===== config.mk =====
export PLATFORM = sky130hd
export DESIGN_NAME = tmds_channel_decoder
export DESIGN_NICKNAME = d
export VERILOG_FILES = /design/src/rtl/tmds_pkg.sv /design/src/rtl/tmds_symbol_decode.sv /design/src/rtl/tmds_channel_decoder.sv
export SDC_FILE = /design/constraint.sdc
export NUM_CORES = 1
export LEC_CHECK = 0
export ABC_AREA = 1
export ABC_CLOCK_PERIOD_IN_PS = 2300
export CAP_MARGIN = 25
export CORE_MARGIN = 8
export CORE_UTILIZATION = 35
export DETAILED_ROUTE_END_ITERATION = 8
export GPL_TIMING_DRIVEN = 0
export HOLD_SLACK_MARGIN = 0.06
export PLACE_DENSITY = 0.57
export SETUP_SLACK_MARGIN = 0.5
export SLEW_MARGIN = 10
export SYNTH_ARGS = -nofsm -noshare
export SYNTH_HDL_FRONTEND = slang
export SYNTH_SLANG_ARGS = --single-unit
export TNS_END_PERCENT = 50

===== constraint.sdc =====
create_clock -name clk_pixel -period 2.3 [get_ports clk_pixel]
set_input_delay 0.46 -clock clk_pixel [delete_from_list [all_inputs] [get_ports clk_pixel]]
set_output_delay 0.46 -clock clk_pixel [all_outputs]
set_load 0.05 [all_outputs]

===== src/rtl/tmds_pkg.sv =====
// Shared definitions for the TMDS lane decoder.
//   SYM_W       - TMDS symbol width in bits
//   TOKEN_Cxx   - the four DVI control tokens, written q9..q0
//   dec_state_t - alignment state of a lane decoder
package tmds_pkg;

    localparam int SYM_W = 10;

    localparam logic [SYM_W-1:0] TOKEN_C00 = 10'b1101010100;
    localparam logic [SYM_W-1:0] TOKEN_C01 = 10'b0010101011;
    localparam logic [SYM_W-1:0] TOKEN_C10 = 10'b0101010100;
    localparam logic [SYM_W-1:0] TOKEN_C11 = 10'b1010101011;

    typedef enum logic {
        SEARCH = 1'b0,
        LOCKED = 1'b1
    } dec_state_t;

endpackage


===== src/rtl/tmds_symbol_decode.sv =====
// Combinational decode of one aligned 10-bit TMDS symbol.
// Ports:
//   symbol - aligned symbol, q9..q0
//   data   - decoded pixel byte (0 for control tokens)
//   c      - control bits {c1,c0} when symbol is a token, else 0
//   de     - 1 for a data symbol, 0 for a control token
module tmds_symbol_decode
    import tmds_pkg::*;
(
    input  logic [SYM_W-1:0] symbol,
    output logic [7:0]       data,
    output logic [1:0]       c,
    output logic             de
);

    logic [7:0] d;

    always_comb begin
        // q9 marks the byte as transmitted inverted
        d    = symbol[9] ? ~symbol[7:0] : symbol[7:0];
        data = '0;
        c    = '0;
        de   = 1'b0;
        case (symbol)
            TOKEN_C00: c = 2'b00;
            TOKEN_C01: c = 2'b01;
            TOKEN_C10: c = 2'b10;
            TOKEN_C11: c = 2'b11;
            default: begin
                de      = 1'b1;
                data[0] = d[0];
                // q8 selects XOR (1) or XNOR (0) chaining
                for (int i = 1; i < 8; i++) begin
                    data[i] = symbol[8] ? (d[i] ^ d[i-1]) : ~(d[i] ^ d[i-1]);
                end
            end
        endcase
    end

endmodule


===== src/rtl/tmds_channel_decoder.sv =====
// One DVI TMDS lane: finds the symbol boundary by bit-slipping until a run of
// control tokens is seen at one offset, then decodes pixel data / control.
// Optional slip statistics are built when TMDS_CHANNEL_DECODER_STATS_EN is
// defined; otherwise out_stats is 0 and stats_clear is ignored.
// Ports:
//   clk_pixel   - pixel clock
//   reset       - synchronous, active-high
//   in_symbol   - raw deserialized bits, bit 0 earliest on the wire
//   stats_clear - zero out_stats
//   out_data    - decoded pixel byte
//   out_c       - control bits {c1,c0}, held during data
//   out_de      - 1 = data symbol, 0 = control token
//   out_locked  - alignment locked
//   out_offset  - current bit offset 0..9
//   out_stats   - slip / lock-loss event count
//
// state  | meaning
// SEARCH | counting consecutive tokens at out_offset; slip when window expires
// LOCKED | decoding; slip and fall back to SEARCH after too long without tokens
module tmds_channel_decoder
    import tmds_pkg::*;
#(
    parameter int C_lock_tokens   = 8,
    parameter int C_search_cycles = 4096,
    parameter int C_timeout       = 4096
) (
    input  logic             clk_pixel,
    input  logic             reset,
    input  logic [SYM_W-1:0] in_symbol,
    input  logic             stats_clear,
    output logic [7:0]       out_data,
    output logic [1:0]       out_c,
    output logic             out_de,
    output logic             out_locked,
    output logic [3:0]       out_offset,
    output logic [15:0]      out_stats
);

    localparam int TOK_W = (C_lock_tokens   > 1) ? $clog2(C_lock_tokens)   : 1;
    localparam int WIN_W = (C_search_cycles > 1) ? $clog2(C_search_cycles) : 1;
    localparam int TO_W  = (C_timeout       > 1) ? $clog2(C_timeout)       : 1;

    localparam logic [TOK_W-1:0] TOK_LAST = TOK_W'(C_lock_tokens - 1);
    localparam logic [WIN_W-1:0] WIN_LAST = WIN_W'(C_search_cycles - 1);
    localparam logic [TO_W-1:0]  TO_LAST  = TO_W'(C_timeout - 1);

    dec_state_t         state;
    logic [2*SYM_W-1:0] hist;
    logic [TOK_W-1:0]   tok_cnt;
    logic [WIN_W-1:0]   win_cnt;
    logic [TO_W-1:0]    to_cnt;

    logic [SYM_W-1:0]   window;
    logic [7:0]         dec_data;
    logic [1:0]         dec_c;
    logic               dec_de;
    logic               is_token;
    logic               lock_hit;
    logic               search_slip;
    logic               timeout;
    logic               slip_evt;
    logic [3:0]         next_offset;

    // Oldest word sits in the low half, so a larger offset looks later in time.
    assign window = SYM_W'(hist >> out_offset);

    tmds_symbol_decode u_decode (
        .symbol (window),
        .data   (dec_data),
        .c      (dec_c),
        .de     (dec_de)
    );

    assign is_token    = ~dec_de;
    assign next_offset = (out_offset == 4'd9) ? 4'd0 : out_offset + 4'd1;
    // Lock takes priority over a slip landing on the same cycle.
    assign lock_hit    = (state == SEARCH) && is_token && (tok_cnt == TOK_LAST);
    assign search_slip = (state == SEARCH) && !lock_hit && (win_cnt == WIN_LAST);
    assign timeout     = (state == LOCKED) && !is_token && (to_cnt == TO_LAST);
    assign slip_evt    = search_slip | timeout;

    always_ff @(posedge clk_pixel) begin
        if (reset) begin
            state      <= SEARCH;
            hist       <= '0;
            tok_cnt    <= '0;
            win_cnt    <= '0;
            to_cnt     <= '0;
            out_offset <= '0;
            out_locked <= 1'b0;
            out_data   <= '0;
            out_c      <= '0;
            out_de     <= 1'b0;
        end else begin
            hist <= {in_symbol, hist[2*SYM_W-1:SYM_W]};
            case (state)
                SEARCH: begin
                    out_data <= '0;
                    out_c    <= '0;
                    out_de   <= 1'b0;
                    if (lock_hit) begin
                        state      <= LOCKED;
                        out_locked <= 1'b1;
                        tok_cnt    <= '0;
                        win_cnt    <= '0;
                        to_cnt     <= '0;
                        out_c      <= dec_c;
                    end else if (search_slip) begin
                        out_offset <= next_offset;
                        tok_cnt    <= '0;
                        win_cnt    <= '0;
                    end else begin
                        tok_cnt <= is_token ? tok_cnt + 1'b1 : '0;
                        win_cnt <= win_cnt + 1'b1;
                    end
                end
                LOCKED: begin
                    if (timeout) begin
                        state      <= SEARCH;
                        out_locked <= 1'b0;
                        out_offset <= next_offset;
                        tok_cnt    <= '0;
                        win_cnt    <= '0;
                        to_cnt     <= '0;
                        out_data   <= '0;
                        out_c      <= '0;
                        out_de     <= 1'b0;
                    end else begin
                        to_cnt   <= is_token ? '0 : to_cnt + 1'b1;
                        out_data <= dec_data;
                        out_de   <= dec_de;
                        if (is_token) begin
                            out_c <= dec_c;
                        end
                    end
                end
                default: state <= SEARCH;
            endcase
        end
    end

`ifdef TMDS_CHANNEL_DECODER_STATS_EN
    logic [15:0] stats;

    always_ff @(posedge clk_pixel) begin
        if (reset || stats_clear) begin
            stats <= '0;
        end else if (slip_evt && (stats != 16'hFFFF)) begin
            stats <= stats + 16'd1;
        end
    end

    assign out_stats = stats;
`else
    logic stats_unused;

    assign stats_unused = stats_clear ^ slip_evt;
    assign out_stats    = '0;
`endif

endmodule

==> qor.txt, run 1 <==
Leakage: 0.00235 uW
Drt pass-1 iters: 5
Power per standard cell area: 449 nW/um^2
Hold Worst Slack: 0.461 ns
Crit path kind: flip-flop to flip-flop
Tightest Hold Check Type: flip-flop to flip-flop
Num CTS Buffers: 9
Fill cells: 1067
Syn Area/Cell: 6.64 sq um
DPL Wire Length: 7.41 mm
GRT Total Usage: 0.151
Setup TNS: -1.61 ns
Post-route ant nets: 0
Synth top cells by count: 142 x nand2_1, 87 x nand3_1, 64 x dfxtp_1, 62 x inv_1, 60 x nor2_1
Period Utilization, post-route: 1.04
Clock power share: 0.410
Max-cap violations: 0
Slew @ Worst Pin: 0.600 ns
Max Root-Sink Buffers: 2
Peak VDD IR: 0.000264 V
Final WL: 10.9 mm
CTS Hold Bufs: 0
Row cnt: 38
Die area: 14400 sq um
Root buf cell: clkbuf_8
Slew Limit Fails: 0
Input/output buffers: 26
First-pass GRT wire length: 17.6 mm
Placed Cells: 753
Initial antenna violation count: 0
Die width: 120 um
Synthesized cell area: 3800 sq um
CP required: 2.52 ns
Yosys warning count: 0
Flops & latches, synth: 64
Footprint of the multi-input gates: 2530 sq um
Internal: 1730 uW
Post-synthesis instance total: 572
Vias in the first global route: 3794
Register area: 1290 sq um
Worst-Skew Late Latency: 0.35 ns
# IOs: 45
Most numerous cell in the Yosys netlist: nand2_1
Synth unique cells: 39
Top post-synthesis cells by area: dfxtp_1 34%, nand2_1 14%, nand3_1 11%, inv_1 6.1%, nor2_1 5.9%
Routed wire per std cell: 13.7 um
DR iter-0 viols: 161
Post-synthesis async set-or-reset flop share: 0
Crit end category: flip-flop
DIE HEIGHT: 120 um
Clock Sinks: 64
Primary FF master, synth: dfxtp_1
Remaining DRCs: 0
Core area: 10700 sq um
Largest net degree at the start of global routing: 12
Comb pwr share: 0.107
Max transition margin: 0.600
Clock skew: 0.00649 ns
H-tree depth: 3
Reg power frac: 0.483
Non-Filler Instances: 799
Fraction of layout cells with a size suffix above 1: 0.337
Grt total ovfl: 0
Share of the synthesized area in the top cell type: 0.338
Via density: 4.86
Tot Pwr: 2380 uW
Post-synth EDFFs: 0
Area grow syn2layout: 39.4%
Fin nets: 671
Status: complete, but fails checks
Ant diodes: 0
Routed vias: 3883
Failing checks: setup timing
P_sw: 646 uW
FMAX: 418 MHz
Clk pin slew, worst setup/hold paths: 0.07 ns
Fin worst setup slack: -0.0896 ns
Fin crit period: 2.39 ns
Largest area contributor in the netlist: dfxtp_1
Switching Fraction: 0.272
Crit path arrival time: 2.61 ns
Starting density of the core: 0.355
Place WS: -0.295 ns
CP startpoint kind: flip-flop
Global placer's final weighted congestion: 0.873
Final setup viols: 36
RSZ-0062 raised after global routing: yes
Final Hold Vio Count: 0
Worst-path maximum fanout: 8
Sequential area share after synthesis: 0.338
CTS tree: yes
state kept, by name, indices dropped and copies added (netlist names):
| signal | cells |
|---|---|
| hist | 20 |
| to_cnt | 12 |
| win_cnt | 12 |
| out_data | 8 |
| out_offset | 4 |
| tok_cnt | 3 |
| out_c | 2 |
| out_de | 1 |
| out_locked | 1 |
| state | 1 |
power by group through the flow:
stage / clock (uW) / sequential [uW] / combinational [uW]
2_1_floorplan: 0 / 1160 / 177
6_report: 975 / 1150 / 254
3_5_place_dp: 0 / 1170 / 219
3_3_place_gp: 0 / 1170 / 217
5_1_grt: 1050 / 1150 / 277
4_1_cts: 1000 / 1150 / 246
critical path, cell delays in order, from the launching register on:
cell and delay, ns:
dfxtp_4 0.36, buf_12 0.13, inv_8 0.05, buf_6 0.13, nand2_2 0.08, nand3_2 0.09
nand3_1 0.11, nand2_2 0.09, a21oi_2 0.13, nand2_2 0.10, nor2_4 0.15, nand3_4 0.13
nand2_8 0.12, nand2_8 0.06, nand2_8 0.11, clkinvlp_4 0.20, nand3b_1 0.16, a21oi_2 0.06
timing repair:
action / in CTS / in global routing
pin swaps: 28 / 25
resized for setup: 119 / 35
buffers inserted: 22 / 4
gates cloned: 2 / 2
endpoints found under the setup margin: 60 / 45
per-layer routing:
layer,track usage,vias up,share of wire
met2,0.255,111,0.49
li1,-,1971,-
met5,0,-,0
met3,0.0362,33,0.058
met1,0.174,1768,0.43
met4,0.0765,0,0.031
cell usage in the layout, fill, tap and decap left out, types with 14 or more instances in the layout:
| master | count |
|---|---|
| nand3_2 | 44 |
| buf_4 | 45 |
| conb_1 | 16 |
| a21oi_1 | 30 |
| nand2_2 | 40 |
| inv_1 | 55 |
| nand2_1 | 104 |
| dfxtp_1 | 59 |
| dlygate4sd2_1 | 14 |
| nor2_1 | 55 |
| nand3_1 | 42 |
final cells by class:
type,instances,share of cell area
Multi-Input combinational cell,421,0.478
Sequential cell,64,0.245
Timing Repair Buffer,56,0.0989
Buffer,36,0.0575
Inverter,66,0.0504
Clock buffer,12,0.0333
Tap cell,140,0.0331
Clock inverter,4,0.00449
path summary, 6_finish.rpt:
kind	cells past startpoint	from	slack [ns]	end
worst min register to register	2	win_cnt[6]$_SDFFE_PP0P_	0.46	win_cnt[6]$_SDFFE_PP0P_
worst max-delay path	17	out_offset[0]$_SDFFE_PP0P_	-0.09	win_cnt[10]$_SDFFE_PP0P_
worst max register to register	17	out_offset[0]$_SDFFE_PP0P_	-0.09	win_cnt[10]$_SDFFE_PP0P_
worst min-delay path	2	win_cnt[6]$_SDFFE_PP0P_	0.46	win_cnt[6]$_SDFFE_PP0P_
metrics by stage:
| stage | utilization | cell area (sq um) |
|---|---|---|
| CTS | 0.477 | 5110 |
| global placement | 0.405 | 4330 |
| floorplan | - | 3900 |
| global route | 0.495 | 5290 |
| finish | 0.495 | 5290 |
| detailed placement | 0.405 | 4330 |
cell families (layout without fill, tap and decap cells):
group	after synthesis	after routing	share of synthesized area
other cells	1	16	0.000988
fa+ha+maj	4	4	0.0132
simple gates	336	336	0.413
compound gates	55	55	0.0778
xor+xnor	10	10	0.0231
buf+inv	102	174	0.134
flops	64	64	0.338
(Power assumes the default switching activity.)
==> run 2, diff against run 1 <==
--- a/config.mk
+++ b/config.mk
@@ -7,7 +7,7 @@
 export LEC_CHECK = 0
 export ABC_AREA = 1
 export ABC_CLOCK_PERIOD_IN_PS = 2300
-export CAP_MARGIN = 25
+export CAP_MARGIN = 40
 export CORE_MARGIN = 8
 export CORE_UTILIZATION = 35
 export DETAILED_ROUTE_END_ITERATION = 8
==> results of run 2 <==
Same layout as run 1: the final DEF is identical, and so are final timing and power.
==> run 3, diff against run 2 <==
--- a/config.mk
+++ b/config.mk
@@ -11,9 +11,10 @@
 export CORE_MARGIN = 8
 export CORE_UTILIZATION = 35
 export DETAILED_ROUTE_END_ITERATION = 8
+export DONT_BUFFER_PORTS = 1
 export GPL_TIMING_DRIVEN = 0
 export HOLD_SLACK_MARGIN = 0.06
-export PLACE_DENSITY = 0.57
+export PLACE_DENSITY = 0.52
 export SETUP_SLACK_MARGIN = 0.5
 export SLEW_MARGIN = 10
 export SYNTH_ARGS = -nofsm -noshare
==> run 3 against run 2 <==
Compared with the run above:
- the flow still finishes with violations (setup timing)
- fmax down 6.6%
- non-clock buffer count down 22
- clock-buffer cell count down 2
- die area unchanged
- sequential power about the same
- total power up 2.5%
- hold slack worse by 0.26 ns
- design area down 1.3%
==> qor.txt, run 3 (synthesis results as in run 1) <==
Global placer's final weighted congestion: 0.867 (was 0.873)
Routed wire per std cell: 13.9 um (was 13.7 um)
Fin util: 0.488 (was 0.495)
H-tree depth: 3 (unchanged)
Crit path arrival time: 2.77 ns (was 2.61 ns)
Final setup viols: 43 (was 36)
Ant diodes: 0 (unchanged)
Slew @ Worst Pin: 0.563 ns (was 0.600 ns)
Num CTS Buffers: 9 (unchanged)
Top Registers: hist x20, to_cnt x12, win_cnt x12 (unchanged)
Comb pwr share: 0.101 (was 0.107)
Max Root-Sink Buffers: 2 (unchanged)
Crit end category: flip-flop (unchanged)
Wire length on met2: 5.58 mm (was 5.31 mm)
Worst-path maximum fanout: 8 (unchanged)
Leading cell type in the layout, fill and taps excluded: nand2_1 (unchanged)
Tightest Hold Check Type: input pin to flip-flop (was flip-flop to flip-flop)
Clock power share: 0.428 (was 0.410)
R2R Setup Slk: -0.26 ns (was -0.09 ns)
CP required: 2.52 ns (about the same)
Crit path kind: flip-flop to flip-flop (unchanged)
CTS Hold Bufs: 0 (unchanged)
Final Hold Vio Count: 0 (unchanged)
Final WL: 10.8 mm (was 10.9 mm)
Met3 WL: 391 um (was 639 um)
GRT Total Usage: 0.146 (was 0.151)
Via density: 4.86 (about the same)
Period Utilization, post-route: 1.11 (was 1.04)
Power per standard cell area: 466 nW/um^2 (was 449 nW/um^2)
Max transition margin: 0.624 (was 0.600)
Largest register by flop count: hist (unchanged)
RSZ-0062 raised after global routing: yes (unchanged)
Clock skew: 0.0140 ns (was 0.00649 ns)
Fin crit period: 2.56 ns (was 2.39 ns)
Fin worst setup slack: -0.258 ns (was -0.0896 ns)
Clock Sinks: 64 (unchanged)
Fin nets: 649 (was 671)
Core area: 10700 sq um (unchanged)
Leakage: 0.00220 uW (was 0.00235 uW)
Die area: 14400 sq um (unchanged)
Failing checks: setup timing (unchanged)
FMAX: 391 MHz (was 418 MHz)
First-pass GRT wire length: 17.0 mm (was 17.6 mm)
Routed vias: 3776 (was 3883)
Fraction of layout cells with a size suffix above 1: 0.356 (was 0.337)
Routed length on met1: 4.56 mm (was 4.65 mm)
Worst-Skew Late Latency: 0.35 ns (about the same)
Grt total ovfl: 0 (unchanged)
Non-Filler Instances: 777 (was 799)
Die width: 120 um (unchanged)
Placed Cells: 727 (was 753)
Fill cells: 1060 (was 1067)
Peak VDD IR: 0.000228 V (was 0.000264 V)
Place WS: -0.492 ns (was -0.295 ns)
Root buf cell: clkbuf_8 (unchanged)
Initial antenna violation count: 0 (unchanged)
Clk pin slew, worst setup/hold paths: 0.08 ns (was 0.07 ns)
Starting density of the core: 0.355 (unchanged)
Area grow syn2layout: 37.6% (was 39.4%)
DIE HEIGHT: 120 um (unchanged)
Row cnt: 38 (unchanged)
Highest-count cells in the layout ignoring fill and taps: 106 x nand2_1, 60 x dfxtp_1, 55 x inv_1, 55 x nor2_1, 46 x buf_4 (was 104 x nand2_1, 59 x dfxtp_1, 55 x inv_1, 55 x nor2_1, 45 x buf_4)
Post-route ant nets: 0 (unchanged)
Remaining DRCs: 0 (unchanged)
Hold Worst Slack: 0.202 ns (was 0.461 ns)
Top Layer Used: met4 (unchanged)
Switching Fraction: 0.271 (was 0.272)
P_sw: 661 uW (was 646 uW)
Max reg flops: 20 (unchanged)
Drt pass-1 iters: 4 (was 5)
Internal: 1770 uW (was 1730 uW)
DPL Wire Length: 7.35 mm (was 7.41 mm)
Reg power frac: 0.471 (was 0.483)
Max-cap violations: 0 (unchanged)
Input/output buffers: 0 (was 26)
# IOs: 45 (unchanged)
Largest net degree at the start of global routing: 13 (was 12)
DR iter-0 viols: 164 (was 161)
Vias in the first global route: 3609 (was 3794)
Slew Limit Fails: 0 (unchanged)
Status: complete, but fails checks (unchanged)
CP startpoint kind: flip-flop (unchanged)
CTS tree: yes (unchanged)
[run 3: cell types whose count changed in the layout (fill, tap and decap cells not counted), moves of 3 or more]
cell             delta
a21oi_1             -3
buf_6               -3
clkdlybuf4s50_1    -10
dlygate4sd2_1      -14
nand3_4             +4
[run 3: critical path, cell delays in order (launching register included)]
cell and delay (ns):
dfxtp_4 0.47, buf_12 0.17, inv_8 0.05, clkbuf_16 0.17, nand2_4 0.07, nand3_2 0.09
nand3_2 0.09, nand2_2 0.07, a21oi_2 0.17, nand2_2 0.09, nor2_4 0.13, nand3_4 0.13
nand2_8 0.13, nand2_8 0.06, nand2_8 0.11, clkinvlp_4 0.20, nand3b_1 0.16, a21oi_2 0.06
[run 3: layout make-up]
type | instances | area (sq um) | share of cell area
clock inverter | 6 | 65.1 | 0.0125
multi-input combinational | 421 | 2610 | 0.500
timing repair buffer | 34 | 342 | 0.0654
sequential | 64 | 1300 | 0.248
clock buffer | 10 | 149 | 0.0285
buffer | 36 | 314 | 0.0601
tap | 140 | 175 | 0.0335
inverter | 66 | 268 | 0.0513
[run 3: per-layer routing]
| layer | global-route usage | up-vias |
|---|---|---|
| li1 | - | 1916 |
| met5 | 0 | - |
| met1 | 0.167 | 1752 |
| met4 | 0.0632 | 0 |
| met3 | 0.0357 | 28 |
| met2 | 0.254 | 80 |
[run 3: power groups by stage]
stage / registers (uW) / clock network (uW) / logic, uW
2_1_floorplan: 1160 / 0 / 177
3_3_place_gp: 1170 / 0 / 200
3_5_place_dp: 1170 / 0 / 201
4_1_cts: 1140 / 1070 / 219
5_1_grt: 1150 / 1140 / 269
6_report: 1150 / 1040 / 246
[run 3: timing repair]
item | in CTS | in global routing
gates resized for setup | 49 | 99
cloned | 1 | 4
pin swaps | 26 | 38
setup endpoints to repair | 44 | 44
buffers inserted | 18 | 11
[run 3: worst paths after layout]
| check | from | to | depth (start not counted) |
|---|---|---|---|
| max | out_offset[0]$_SDFFE_PP0P_ | win_cnt[10]$_SDFFE_PP0P_ | 17 |
| max reg2reg | out_offset[0]$_SDFFE_PP0P_ | win_cnt[10]$_SDFFE_PP0P_ | 17 |
| min reg2reg | win_cnt[6]$_SDFFE_PP0P_ | win_cnt[6]$_SDFFE_PP0P_ | 2 |
| min | in_symbol[0] | hist[10]$_SDFF_PP0_ | 2 |
[run 3: stage by stage]
step                      setup TNS, ns  total power, uW  cell area (sq um)
after floorplan                       0             1340               3900
after global placement           -16.66             1370               4070
after detailed placement         -16.38             1370               4070
after CTS                         -5.62             2430               4620
after global routing             -14.72             2550               5220
final                             -7.49             2440               5220
